`src/rtl/rv_lsu.sv`:
```
// rv_lsu: multi-cycle load/store unit for the RV core.
//
// Takes one load/store op per request handshake and computes the effective
// address as base + sext(offset). It then runs one access on a valid/ready
// memory port with byte enables, and returns the extended load data or an
// error code on a registered response port. Only one op is in flight at a time.
//
// Handshake rule, used by every port pair below: a transfer happens on the
// posedge where valid and ready are both high. The valid side holds its
// payload stable until that edge. After that edge the sender lowers valid on
// the next cycle unless it has a new transfer to offer.
//
// Ports:
//   clk, nreset                     clock and asynchronous active-low reset
//   req_valid/req_ready             op request; ready is high only in IDLE
//   req_we, req_funct3              store flag, RV access width/signedness
//   req_base, req_offset            rs1 value and signed 12-bit immediate
//   req_wdata, req_rd               store data, destination register tag
//   mem_valid/mem_ready             memory request handshake
//   mem_we, mem_addr, mem_wdata,    word-aligned request with lane-shifted
//   mem_be                          store data and byte enables
//   mem_rvalid, mem_rdata           load return (full word)
//   rsp_valid/rsp_ready             response handshake
//   rsp_rd, rsp_data, rsp_err       tag, extended load data, error code
//                                   (00 ok, 01 misaligned, 10 illegal, 11 timeout)
//   dbg_state                       current FSM state (0 IDLE,1 REQ,2 WAIT,3 RESP)
module rv_lsu #(
  parameter int XLEN           = 32,
  parameter int ADDR_W         = 32,
  parameter int TIMEOUT_CYCLES = 256
) (
  input  logic                clk,
  input  logic                nreset,
  input  logic                req_valid,
  output logic                req_ready,
  input  logic                req_we,
  input  logic [2:0]          req_funct3,
  input  logic [XLEN-1:0]     req_base,
  input  logic [11:0]         req_offset,
  input  logic [XLEN-1:0]     req_wdata,
  input  logic [4:0]          req_rd,
  output logic                mem_valid,
  input  logic                mem_ready,
  output logic                mem_we,
  output logic [ADDR_W-1:0]   mem_addr,
  output logic [XLEN-1:0]     mem_wdata,
  output logic [XLEN/8-1:0]   mem_be,
  input  logic                mem_rvalid,
  input  logic [XLEN-1:0]     mem_rdata,
  output logic                rsp_valid,
  input  logic                rsp_ready,
  output logic [4:0]          rsp_rd,
  output logic [XLEN-1:0]     rsp_data,
  output logic [1:0]          rsp_err,
  output logic [1:0]          dbg_state
);

  localparam int   LANES = XLEN / 8;
  localparam int   LSB   = $clog2(LANES);
  // The counter can step one past TIMEOUT_CYCLES-1 when a handshake wins on
  // the timeout cycle, so it must be able to hold TIMEOUT_CYCLES.
  localparam int   CNT_W = (TIMEOUT_CYCLES > 0) ? $clog2(TIMEOUT_CYCLES + 1) : 1;
  localparam logic IS64  = (XLEN == 64);

  localparam logic [1:0] ERR_OK    = 2'b00;
  localparam logic [1:0] ERR_ALIGN = 2'b01;
  localparam logic [1:0] ERR_ILL   = 2'b10;
  localparam logic [1:0] ERR_TMO   = 2'b11;

  typedef enum logic [1:0] {
    S_IDLE = 2'd0,
    S_REQ  = 2'd1,
    S_WAIT = 2'd2,
    S_RESP = 2'd3
  } state_t;

  state_t state_q, state_d;
  logic [CNT_W-1:0] cnt_q, cnt_d;
  logic [LSB-1:0]   lane_q, lane_d;
  logic [1:0]       size_q, size_d;   // log2 of access size in bytes
  logic             uns_q, uns_d;

  logic               req_ready_d, mem_valid_d, mem_we_d, rsp_valid_d;
  logic [ADDR_W-1:0]  mem_addr_d;
  logic [XLEN-1:0]    mem_wdata_d, rsp_data_d;
  logic [LANES-1:0]   mem_be_d;
  logic [4:0]         rsp_rd_d;
  logic [1:0]         rsp_err_d;

  // Decode of the incoming request (only used in IDLE).
  logic [1:0]        dec_size;
  logic              dec_uns, dec_legal, dec_misal;
  logic [XLEN-1:0]   ea_x;
  logic [ADDR_W-1:0] ea;
  logic [LSB-1:0]    dec_lane;
  logic [2:0]        align_mask;
  logic [7:0]        be_mask;

  always_comb begin
    dec_size  = 2'd0;
    dec_uns   = 1'b0;
    dec_legal = 1'b0;
    case (req_funct3)
      3'b000: begin dec_size = 2'd0; dec_legal = 1'b1; end
      3'b001: begin dec_size = 2'd1; dec_legal = 1'b1; end
      3'b010: begin dec_size = 2'd2; dec_legal = 1'b1; end
      3'b011: begin dec_size = 2'd3; dec_legal = IS64; end
      3'b100: begin dec_size = 2'd0; dec_uns = 1'b1; dec_legal = !req_we; end
      3'b101: begin dec_size = 2'd1; dec_uns = 1'b1; dec_legal = !req_we; end
      3'b110: begin dec_size = 2'd2; dec_uns = 1'b1; dec_legal = IS64 && !req_we; end
      default: dec_legal = 1'b0;
    endcase
  end

  always_comb begin
    ea_x     = req_base + XLEN'($signed(req_offset));
    ea       = ADDR_W'(ea_x);
    dec_lane = ea_x[LSB-1:0];
    case (dec_size)
      2'd0:    begin align_mask = 3'b000; be_mask = 8'h01; end
      2'd1:    begin align_mask = 3'b001; be_mask = 8'h03; end
      2'd2:    begin align_mask = 3'b011; be_mask = 8'h0f; end
      default: begin align_mask = 3'b111; be_mask = 8'hff; end
    endcase
    dec_misal = |(ea_x[2:0] & align_mask);
  end

  // Load return: shift the addressed lane down, then extend from the access width.
  logic [XLEN-1:0] ld_shift, ld_ext;

  always_comb begin
    ld_shift = mem_rdata >> {lane_q, 3'b000};
    ld_ext   = ld_shift;
    case (size_q)
      2'd0: if (uns_q) ld_ext = XLEN'(ld_shift[7:0]);
            else       ld_ext = XLEN'($signed(ld_shift[7:0]));
      2'd1: if (uns_q) ld_ext = XLEN'(ld_shift[15:0]);
            else       ld_ext = XLEN'($signed(ld_shift[15:0]));
      2'd2: if (uns_q) ld_ext = XLEN'(ld_shift[31:0]);
            else       ld_ext = XLEN'($signed(ld_shift[31:0]));
      default: ld_ext = ld_shift;
    endcase
  end

  logic timeout_hit;
  assign timeout_hit = (TIMEOUT_CYCLES > 0) && (int'(cnt_q) >= TIMEOUT_CYCLES - 1);

  always_comb begin
    state_d     = state_q;
    cnt_d       = cnt_q;
    lane_d      = lane_q;
    size_d      = size_q;
    uns_d       = uns_q;
    req_ready_d = req_ready;
    mem_valid_d = mem_valid;
    mem_we_d    = mem_we;
    mem_addr_d  = mem_addr;
    mem_wdata_d = mem_wdata;
    mem_be_d    = mem_be;
    rsp_valid_d = rsp_valid;
    rsp_rd_d    = rsp_rd;
    rsp_data_d  = rsp_data;
    rsp_err_d   = rsp_err;

    case (state_q)
      S_IDLE: begin
        if (req_valid) begin
          req_ready_d = 1'b0;
          rsp_rd_d    = req_rd;
          rsp_data_d  = '0;
          lane_d      = dec_lane;
          size_d      = dec_size;
          uns_d       = dec_uns;
          mem_we_d    = req_we;
          mem_addr_d  = ea & ~ADDR_W'(LANES - 1);
          mem_be_d    = LANES'(be_mask) << dec_lane;
          mem_wdata_d = req_wdata << {dec_lane, 3'b000};
          if (!dec_legal) begin
            // Illegal width is reported ahead of misalignment.
            rsp_valid_d = 1'b1;
            rsp_err_d   = ERR_ILL;
            state_d     = S_RESP;
          end else if (dec_misal) begin
            rsp_valid_d = 1'b1;
            rsp_err_d   = ERR_ALIGN;
            state_d     = S_RESP;
          end else begin
            mem_valid_d = 1'b1;
            cnt_d       = '0;
            state_d     = S_REQ;
          end
        end
      end
      S_REQ: begin
        cnt_d = cnt_q + 1'b1;
        if (mem_ready) begin
          // The handshake takes priority over a timeout on the same cycle.
          mem_valid_d = 1'b0;
          if (mem_we) begin
            rsp_valid_d = 1'b1;
            rsp_err_d   = ERR_OK;
            state_d     = S_RESP;
          end else begin
            state_d = S_WAIT;
          end
        end else if (timeout_hit) begin
          mem_valid_d = 1'b0;
          rsp_valid_d = 1'b1;
          rsp_err_d   = ERR_TMO;
          state_d     = S_RESP;
        end
      end
      S_WAIT: begin
        cnt_d = cnt_q + 1'b1;
        if (mem_rvalid) begin
          rsp_valid_d = 1'b1;
          rsp_data_d  = ld_ext;
          rsp_err_d   = ERR_OK;
          state_d     = S_RESP;
        end else if (timeout_hit) begin
          rsp_valid_d = 1'b1;
          rsp_err_d   = ERR_TMO;
          state_d     = S_RESP;
        end
      end
      S_RESP: begin
        if (rsp_ready) begin
          rsp_valid_d = 1'b0;
          req_ready_d = 1'b1;
          state_d     = S_IDLE;
        end
      end
      default: state_d = S_IDLE;
    endcase
  end

  always_ff @(posedge clk or negedge nreset) begin
    if (!nreset) begin
      state_q   <= S_IDLE;
      cnt_q     <= '0;
      lane_q    <= '0;
      size_q    <= '0;
      uns_q     <= 1'b0;
      req_ready <= 1'b1;
      mem_valid <= 1'b0;
      mem_we    <= 1'b0;
      mem_addr  <= '0;
      mem_wdata <= '0;
      mem_be    <= '0;
      rsp_valid <= 1'b0;
      rsp_rd    <= '0;
      rsp_data  <= '0;
      rsp_err   <= '0;
    end else begin
      state_q   <= state_d;
      cnt_q     <= cnt_d;
      lane_q    <= lane_d;
      size_q    <= size_d;
      uns_q     <= uns_d;
      req_ready <= req_ready_d;
      mem_valid <= mem_valid_d;
      mem_we    <= mem_we_d;
      mem_addr  <= mem_addr_d;
      mem_wdata <= mem_wdata_d;
      mem_be    <= mem_be_d;
      rsp_valid <= rsp_valid_d;
      rsp_rd    <= rsp_rd_d;
      rsp_data  <= rsp_data_d;
      rsp_err   <= rsp_err_d;
    end
  end

  assign dbg_state = state_q;

endmodule

```
`config.mk`:
```
export PLATFORM = sky130hd
export DESIGN_NAME = rv_lsu
export DESIGN_NICKNAME = d
export VERILOG_FILES = /design/src/rtl/rv_lsu.sv
export SDC_FILE = /design/constraint.sdc
export NUM_CORES = 1
export LEC_CHECK = 0
export CORE_UTILIZATION = 50
export CTS_BUF_LIST = sky130_fd_sc_hd__clkbuf_8
export DETAILED_ROUTE_END_ITERATION = 8
export PLACE_DENSITY = 0.94
export SLEW_MARGIN = 40
export SYNTH_ARGS = -nofsm -noshare
export SYNTH_HDL_FRONTEND = slang
export SYNTH_SLANG_ARGS = --single-unit
```
`constraint.sdc`:
```
create_clock -name clk -period 5.7 [get_ports clk]
set_input_delay 0.57 -clock clk [delete_from_list [all_inputs] [get_ports clk]]
set_output_delay 0.57 -clock clk [all_outputs]
set_load 0.005 [all_outputs]
```
==> results.json, run 1 <==
{
  "status": "complete, no violations",
  "first_iter_violations": 524,
  "power_density_mw_per_mm2": 445,
  "worstPathArrival_ns": 3.53,
  "rr_startpoint": "dbg_state[1]",
  "finClkSkew_ns": 0.00791,
  "synth_fa_ha_area_share_pct": 7.19,
  "synthFlopType": "dfrtp_1",
  "period_share_pct": 56.2,
  "async_reset_ff_share_pct": 100,
  "die_area_mm2": 0.0164,
  "first_global_vias": 7949,
  "gr-total-overflow": 0,
  "synth_area_leaders": "dfrtp_1 (39%), nand2_1 (8.6%), ha_1 (6.9%), o21ai_0 (5.2%), mux2i_1 (4.4%)",
  "drt-total-wl_mm": 24.9,
  "grt_pass1_wl_mm": 40.0,
  "grt.total_usage_pct": 31.3,
  "portBuffers": 233,
  "yosys_warnings": 0,
  "ys_top_cells_by_count": "nand2_1 (181), dfrtp_1 (124), o21ai_0 (82)",
  "path_clk_slew_ns": 0.07,
  "clock-sinks": 125,
  "cts_setup_buffers": 0,
  "ant_nets": 0,
  "clkLatencyLatePin_ns": 0.44,
  "nets": 1280,
  "relSlewSlack_pct": 45.7,
  "wl_per_cell_um": 18.6,
  "ir_drop_mv": 0.214,
  "syn_area_per_cell_um2": 8.77,
  "place_hpwl_mm": 18.3,
  "layout.cells.non_filler": 1336,
  "hold_buffers": 0,
  "dp.cells": 1304,
  "synth-seq-area-share_pct": 39.5,
  "synth_cells": 904,
  "row_count": 45,
  "r2r_end": "rsp_data[25]",
  "r2r_slack_ns": 2.93,
  "worstSetupPathType": "in2reg",
  "clock_path_buffers": 2,
  "syn_to_final_growth_pct": 36.2,
  "fin_util_pct": 70.5,
  "synth-compound-area-share_pct": 25.6,
  "num_io_pins": 236,
  "grt_setup_unrepaired": "no",
  "min_path_type": "in2async",
  "yosysTopAreaCell": "dfrtp_1",
  "worstPathMaxFanout": 26,
  "drt_first_pass_iters": 5,
  "die_h_um": 128,
  "die_w_um": 128,
  "fmax_mhz": 312,
  "antenna_found_initial": 2,
  "synth_edf_count": 0,
  "cap_violations": 0,
  "synthesis.area_mm2": 0.00793,
  "setup_violations": 0,
  "fillers": 1191,
  "numCtsBuffers": 17,
  "power_leakage_nw": 4.75,
  "htreeDepth": 4,
  "yosys_register_bits": 125,
  "setup-tns-final_ns": 0,
  "startpoint_type": "primary input",
  "synthSimpleGateAreaFrac_pct": 17.0,
  "cts_resized": 0,
  "vias": 8029,
  "synth_xor_area_share_pct": 1.66,
  "min_period_ns": 3.20,
  "p_total_w": 0.00480,
  "grt_start_max_net_pins": 101,
  "vias_per_cell": 6.01,
  "muxShareOfSynthArea_pct": 5.69,
  "slew_violations": 0,
  "synth_top_family_by_area": "compound AO/OA/AOI/OAI gates",
  "synth_most_common_cell": "nand2_1",
  "drive_above_1_share_pct": 5.07,
  "yosysTopAreaCellShare_pct": 39.1,
  "endpoint_kind": "flip-flop",
  "start_util_pct": 51.8,
  "yosysUniqueCellTypes": 65,
  "drc_errors": 0,
  "hold_viol_final": 0,
  "worst_slew_pin_slew_ns": 0.812,
  "holdWs_ns": 0.0880,
  "required_ns": 6.03,
  "cts_tree": "yes",
  "reg2reg_depth": 6,
  "cts_root_buffer": "clkbuf_8",
  "core_mm2": 0.0153,
  "gp_congestion": 0.973
}
layout make-up:
class,count,area (µm²),share of cell area (%)
Sequential cell,125,3130,29.0
Antenna cell,1,2.50,0.0232
Inverter,15,56.3,0.521
Multi-Input combinational cell,713,4550,42.1
Clock buffer,21,289,2.68
Clock inverter,10,123,1.13
Timing Repair Buffer,240,2390,22.1
Tap cell,211,264,2.44
worst max-delay path: stages:
cell             delay (ns)
clkdlybuf4s50_1        0.41
ha_1                   0.26
fa_1                   0.49
buf_4                  0.33
nor2_1                 0.11
o2111ai_1              0.51
and2_0                 0.41
nor3_1                 0.09
a21o_1                 0.17
a22o_1                 0.17
registers in the layout, summed over array words and instances, names as in the netlist:
register / flops
mem_be: 4
lane_q: 2
mem_we: 1
rsp_valid: 1
mem_addr: 30
req_ready: 1
mem_valid: 1
uns_q: 1
size_q: 2
dbg_state: 2
mem_wdata: 32
rsp_data: 32
cnt_q: 9
rsp_rd: 5
rsp_err: 2
cells in the final DEF (no fill, tap or decap), types with 3 or more instances in the layout:
cell / instances
ha_1: 44
or3_1: 3
a21o_1: 18
bufinv_16: 3
o21ai_1: 4
o21bai_1: 7
a22o_1: 29
xnor2_1: 4
nor2_1: 36
xor2_1: 11
o2111ai_1: 4
dfrtp_1: 123
clkdlybuf4s50_1: 231
nand2b_1: 8
and2_1: 8
clkbuf_8: 21
a211oi_1: 13
o22a_1: 3
nand3_1: 18
a31oi_1: 3
buf_6: 3
inv_1: 19
a32o_1: 9
and3_1: 6
buf_4: 5
nor2b_1: 12
mux2_2: 9
o21a_1: 10
a21oi_1: 54
nand4_1: 9
o21ai_0: 82
mux2i_1: 35
nand2_1: 180
nor3_1: 14
a211o_1: 15
o211ai_1: 17
o31ai_1: 10
kinds of logic after synthesis:
kind of cell               count (synthesis)
other                                      1
and+or+nand+nor                          306
buffers and inverters                     67
AOI/OAI and AO/OA                        301
DFF                                      125
xor gates and xnor gates                  15
muxes                                     44
adders and majority gates                 45
power breakdown:
part / switching (W) / leakage, nW / internal (W)
sequential: 0.000319 / 1.60 / 0.00129
combinational: 0.00114 / 2.93 / 0.00124
clock: 0.000348 / 0.223 / 0.000469
total: 0.00181 / 4.75 / 0.00299
routing by layer:
layer  global-route usage [%]  part of all wire [%]
met4                     14.7                   3.5
met1                     38.1                    40
met5                        0                 0.052
met3                     7.68                   9.0
met2                     52.2                    47
worst max path at each step:
| stage | start | to | slack [ns] | cells after the start |
|---|---|---|---|---|
| floorplan | req_base[0] | cnt_q[3] | 2.96 | 10 |
| global placement | req_offset[11] | mem_addr[30] | 2.07 | 9 |
| detailed placement | req_offset[11] | mem_addr[27] | 1.90 | 9 |
| CTS | req_offset[11] | mem_addr[31] | 2.38 | 9 |
| global route | req_base[0] | cnt_q[3] | 2.36 | 10 |
| finish | req_base[0] | cnt_q[4] | 2.50 | 10 |
through the flow:
stage | cell area, µm² | setup slack (ns)
6_report | 10800 | 2.50
2_1_floorplan | 7940 | 2.96
5_1_grt | 10800 | 2.36
3_5_place_dp | 10400 | 1.90
4_1_cts | 10800 | 2.38
3_3_place_gp | 10400 | 2.07
Power figures use the tool's default switching activity.
==> inputs of run 2 (changes only) <==
--- a/config.mk
+++ b/config.mk
@@ -5,10 +5,10 @@
 export SDC_FILE = /design/constraint.sdc
 export NUM_CORES = 1
 export LEC_CHECK = 0
-export CORE_UTILIZATION = 50
+export CORE_UTILIZATION = 49
 export CTS_BUF_LIST = sky130_fd_sc_hd__clkbuf_8
 export DETAILED_ROUTE_END_ITERATION = 8
-export PLACE_DENSITY = 0.94
+export PLACE_DENSITY = 0.93
 export SLEW_MARGIN = 40
 export SYNTH_ARGS = -nofsm -noshare
 export SYNTH_HDL_FRONTEND = slang
==> constraint.sdc (replaced) <==
create_clock -name clk -period 3 [get_ports clk]
set_input_delay 0.3 -clock clk [delete_from_list [all_inputs] [get_ports clk]]
set_output_delay 0.3 -clock clk [all_outputs]
set_load 0.005 [all_outputs]
==> results.json, run 2 (synthesized netlist as in run 1, its figures left out) <==
{
  "grt_start_max_net_pins": 59,
  "worstSetupPathType": "in2reg",
  "first_global_vias": 8079,
  "gp_congestion": 0.991,
  "cp_slowest_cell": "fa_1",
  "final_common_cell": "clkdlybuf4s50_1",
  "vias_per_cell": 5.88,
  "portBuffers": 233,
  "hold_viol_final": 0,
  "layout_common_cells": "clkdlybuf4s50_1 (232), nand2_1 (180), dfrtp_1 (124)",
  "clock-sinks": 125,
  "grt.total_usage_pct": 30.7,
  "num_io_pins": 236,
  "cts_tree": "yes",
  "first_iter_violations": 503,
  "start_util_pct": 50.1,
  "core_mm2": 0.0158,
  "ir_drop_mv": 0.420,
  "antenna_found_initial": 0,
  "numCtsBuffers": 17,
  "relSlewSlack_pct": 50.0,
  "worst_slew_pin_slew_ns": 0.745,
  "ant_nets": 0,
  "drt_first_pass_iters": 6,
  "worstPathArrival_ns": 2.88,
  "path_clk_slew_ns": 0.07,
  "cap_violations": 0,
  "largestRegisters": "mem_wdata (32), rsp_data (32), mem_addr (30)",
  "cts_resized": 0,
  "row_count": 46,
  "clock_path_buffers": 2,
  "drt-total-wl_mm": 24.8,
  "power_leakage_nw": 4.91,
  "comb_power_share_pct": 51.0,
  "vias": 8067,
  "crit_path_max_incr_delay_ns": 0.45,
  "grt_pass1_wl_mm": 39.6,
  "clkLatencyLatePin_ns": 0.45,
  "wl_per_cell_um": 18.1,
  "gr-total-overflow": 0,
  "finClkSkew_ns": 0.0126,
  "syn_to_final_growth_pct": 39.5,
  "status": "complete, no violations",
  "min_period_ns": 2.54,
  "placed_cell_area_mm2": 0.0106,
  "endpoint_kind": "flip-flop",
  "internal-power_w": 0.00574,
  "holdWs_ns": 0.392,
  "dp.cells": 1338,
  "die_w_um": 129,
  "drive_above_1_share_pct": 7.36,
  "cp_cell_sequence": "clkdlybuf4s50_1 > ha_1 > fa_1 > a211oi_1 > o21ai_0 > and2_1 > o21ai_1 > a2111o_1 > a21oi_1 > o31ai_2",
  "seqPwrFrac_pct": 32.4,
  "period_share_pct": 84.5,
  "setup-tns-final_ns": 0,
  "required_ns": 3.34,
  "grt_setup_unrepaired": "no",
  "min_path_type": "in2reg",
  "p_switching_w": 0.00343,
  "die_h_um": 129,
  "drc_errors": 0,
  "cts_root_buffer": "clkbuf_8",
  "startpoint_type": "primary input",
  "power_density_mw_per_mm2": 829,
  "layout.cells.non_filler": 1372,
  "slew_violations": 0,
  "die_area_mm2": 0.0167,
  "place_hpwl_mm": 18.8,
  "htreeDepth": 4,
  "swShare_pct": 37.4,
  "power_frac_clock_pct": 16.7,
  "worstPathMaxFanout": 3,
  "fmax_mhz": 394,
  "stdcell_area_mm2": 0.0111,
  "nets": 1310,
  "setup_violations": 0
}
-- run 2: cell count changes in the layout (fill, tap and decap cells not counted), moves of 2 or more --
cell / before / now
buf_6: 3 / 0
buf_12: 0 / 3
clkinv_2: 2 / 4
buf_4: 5 / 34
-- run 2: per-layer routing --
metal,GRT usage (%),up-vias,part of all wire (%)
met3,8.79,75,9.3
met2,50.2,376,47
met1,36.6,3845,40
li1,-,3771,-
met4,16.3,0,3.9
met5,0,-,0
-- run 2: final timing paths --
kind,slack (ns),depth (start not counted),startpoint,endpoint
setup / recovery,0.46,10,req_base[0],mem_addr[28]
hold / removal,0.39,3,req_rd[1],rsp_rd[1]
setup reg to reg,0.81,7,lane_q[0],rsp_data[20]
hold reg to reg,0.48,2,rsp_rd[2],rsp_rd[2]
max in group asynchronous,1.68,4,nreset,mem_we
min in group asynchronous,0.40,2,nreset,rsp_data[6]
-- run 2: what timing repair did --
action | in CTS | in global routing
hold buffers | 1 | 0
setup buffers | 0 | 0
endpoints found under the hold margin | 41 | 0
-- run 2: per-stage QoR --
stage               util, %  setup slack, ns  power (W)
finish                 69.9            0.465    0.00917
global route           69.9            0.284    0.00980
CTS                    69.9            0.496    0.00920
detailed placement     67.3           0.0300    0.00762
global placement       67.2            0.124    0.00746
floorplan                 -            0.526    0.00524
-- run 2: power by group through the flow --
| stage | Combinational [W] | Sequential, W | Clock [W] |
|---|---|---|---|
| final | 0.00467 | 0.00297 | 0.00153 |
| after global routing | 0.00511 | 0.00306 | 0.00164 |
| after CTS | 0.00468 | 0.00296 | 0.00156 |
| after detailed placement | 0.00465 | 0.00298 | 0 |
| after global placement | 0.00451 | 0.00295 | 0 |
| after floorplan | 0.00233 | 0.00291 | 0 |
-- run 2: area by class of cell --
class	instances	area, µm²
Antenna cell	1	2.50
Clock buffer	20	275
Clock inverter	12	129
Fill cell	1244	4770
Inverter	15	56.3
Multi-Input combinational cell	713	4550
Sequential cell	125	3130
Tap cell	216	270
Timing Repair Buffer	270	2650
-- run 2: critical path: cells and delay by family --
kind                     cells  cell delay (ns)
AND/OR/NAND/NOR              1             0.18
buffers and inverters        1             0.42
AO/OA/AOI/OAI                6             1.27
adder cells (fa/ha/maj)      2             0.72
==> inputs of run 3 (changes only) <==
--- a/config.mk
+++ b/config.mk
@@ -5,10 +5,10 @@
 export SDC_FILE = /design/constraint.sdc
 export NUM_CORES = 1
 export LEC_CHECK = 0
-export CORE_UTILIZATION = 49
+export CORE_UTILIZATION = 45
 export CTS_BUF_LIST = sky130_fd_sc_hd__clkbuf_8
 export DETAILED_ROUTE_END_ITERATION = 8
-export PLACE_DENSITY = 0.93
+export PLACE_DENSITY = 0.9
 export SLEW_MARGIN = 40
 export SYNTH_ARGS = -nofsm -noshare
 export SYNTH_HDL_FRONTEND = slang
==> constraint.sdc (replaced) <==
create_clock -name clk -period 2.29 [get_ports clk]
set_input_delay 0.229 -clock clk [delete_from_list [all_inputs] [get_ports clk]]
set_output_delay 0.229 -clock clk [all_outputs]
set_load 0.005 [all_outputs]
==> results.json, run 3 (synthesized netlist as in run 1, its figures left out) <==
{
  "cts_root_buffer": "clkbuf_8",
  "grt_start_max_net_pins": 45,
  "drt-total-wl_mm": 27.0,
  "drt_first_pass_iters": 5,
  "period_share_pct": 104,
  "dr_wl_met2_mm": 13.1,
  "drc_errors": 0,
  "clock-sinks": 125,
  "power_leakage_nw": 5.41,
  "core_mm2": 0.0172,
  "slew_violations": 0,
  "worstPathArrival_ns": 2.75,
  "antenna_found_initial": 0,
  "regArea_mm2": 0.00313,
  "num_io_pins": 236,
  "dp_slack_ns": -0.518,
  "die_h_um": 135,
  "worstPathMaxFanout": 9,
  "ir_drop_mv": 0.579,
  "endpoint_kind": "flip-flop",
  "power_density_mw_per_mm2": 1040,
  "portBuffers": 233,
  "drive_above_1_share_pct": 18.0,
  "min_period_ns": 2.38,
  "numCtsBuffers": 17,
  "relSlewSlack_pct": 62.1,
  "layout_setup_ws_ns": -0.0860,
  "vias": 8581,
  "gp_congestion": 0.968,
  "wl_per_cell_um": 18.3,
  "gr-total-overflow": 0,
  "htreeDepth": 4,
  "setup-tns-final_ns": -0.181,
  "startpoint_type": "primary input",
  "grt.total_usage_pct": 29.6,
  "fillers": 1293,
  "failed_checks": "setup timing",
  "ant_nets": 0,
  "drt-met1-wl_mm": 10.6,
  "path_clk_slew_ns": 0.08,
  "top_layer_used": "met4",
  "grt_setup_unrepaired": "yes",
  "required_ns": 2.66,
  "worstSetupPathType": "in2reg",
  "min_path_type": "in2async",
  "die_area_mm2": 0.0182,
  "start_util_pct": 46.0,
  "clock_path_buffers": 2,
  "multi_input_area_mm2": 0.00476,
  "antennaDiodeCount": 0,
  "clkLatencyLatePin_ns": 0.44,
  "wl_met3_mm": 2.27,
  "fmax_mhz": 421,
  "layout_common_cells": "clkdlybuf4s50_1 (232), nand2_1 (179), buf_4 (129)",
  "final_common_cell": "clkdlybuf4s50_1",
  "fin_util_pct": 70.2,
  "first_iter_violations": 532,
  "worst_slew_pin_slew_ns": 0.568,
  "first_global_vias": 8509,
  "cap_violations": 0,
  "cts_tree": "yes",
  "hold_viol_final": 0,
  "nets": 1410,
  "grt_pass1_wl_mm": 42.2,
  "vias_per_cell": 5.80,
  "status": "complete, but fails checks",
  "largestRegisters": "mem_wdata (32), rsp_data (32), mem_addr (30)",
  "die_w_um": 135,
  "syn_to_final_growth_pct": 52.5,
  "row_count": 48,
  "setup_violations": 3,
  "finClkSkew_ns": 0.0115,
  "place_hpwl_mm": 19.9
}
[run 3: power breakdown]
group | switching [W] | leakage [nW] | internal (W) | total [W]
Clock | 0.000969 | 0.202 | 0.00110 | 0.00207
Combinational | 0.00313 | 3.61 | 0.00355 | 0.00667
Sequential | 0.000644 | 1.60 | 0.00320 | 0.00384
Total | 0.00474 | 5.41 | 0.00785 | 0.0126
[run 3: path summary, 6_finish.rpt]
kind	start	to	slack, ns	depth (start not counted)
setup / recovery	req_offset[11]	mem_addr[31]	-0.09	12
hold / removal	nreset	mem_wdata[11]	0.32	2
setup reg to reg	dbg_state[1]	rsp_valid	0.18	9
hold reg to reg	mem_wdata[30]	mem_wdata[30]	0.48	2
max in group asynchronous	nreset	req_ready	1.27	3
min in group clk	req_rd[0]	rsp_rd[0]	0.32	3
[run 3: cell type report]
class                      count  share of cell area [%]
inverter                      15                   0.466
multi-input combinational    713                    39.4
tap                          225                    2.33
clock inverter                14                    1.40
clock buffer                  18                    2.05
timing repair buffer         370                    28.5
sequential                   125                    25.9
[run 3: routing by layer]
layer	global-route usage (%)	up-vias
met3	6.61	88
met1	35.8	4097
met4	13.4	0
li1	-	3975
met5	0	-
met2	50.3	421
[run 3: through the flow]
step,total power [W],hold WS [ns],std cells,instance area [µm²]
floorplan,0.00687,-0.0666,905,7950
global placement,0.0101,0.248,1441,11400
detailed placement,0.0103,0.256,1441,11400
CTS,0.0124,0.297,1474,11800
global route,0.0134,0.314,1480,12100
finish,0.0126,0.320,1480,12100
[run 3: worst max-delay path: stages]
cell	delay, ns
clkdlybuf4s50_1	0.48
buf_6	0.15
buf_6	0.16
ha_1	0.29
a21o_1	0.23
a31oi_2	0.22
o31ai_2	0.13
nor2_1	0.12
o31ai_1	0.09
buf_4	0.17
or3_1	0.31
o211ai_1	0.17
[run 3: repair_timing]
action,4_1_cts,5_1_grt
endpoints found under the hold margin,38,0
endpoints found under the setup margin,13,35
pin swaps,0,11
gates resized for setup,4,47
buffers inserted,0,6
cloned,0,0
hold buffers,1,0
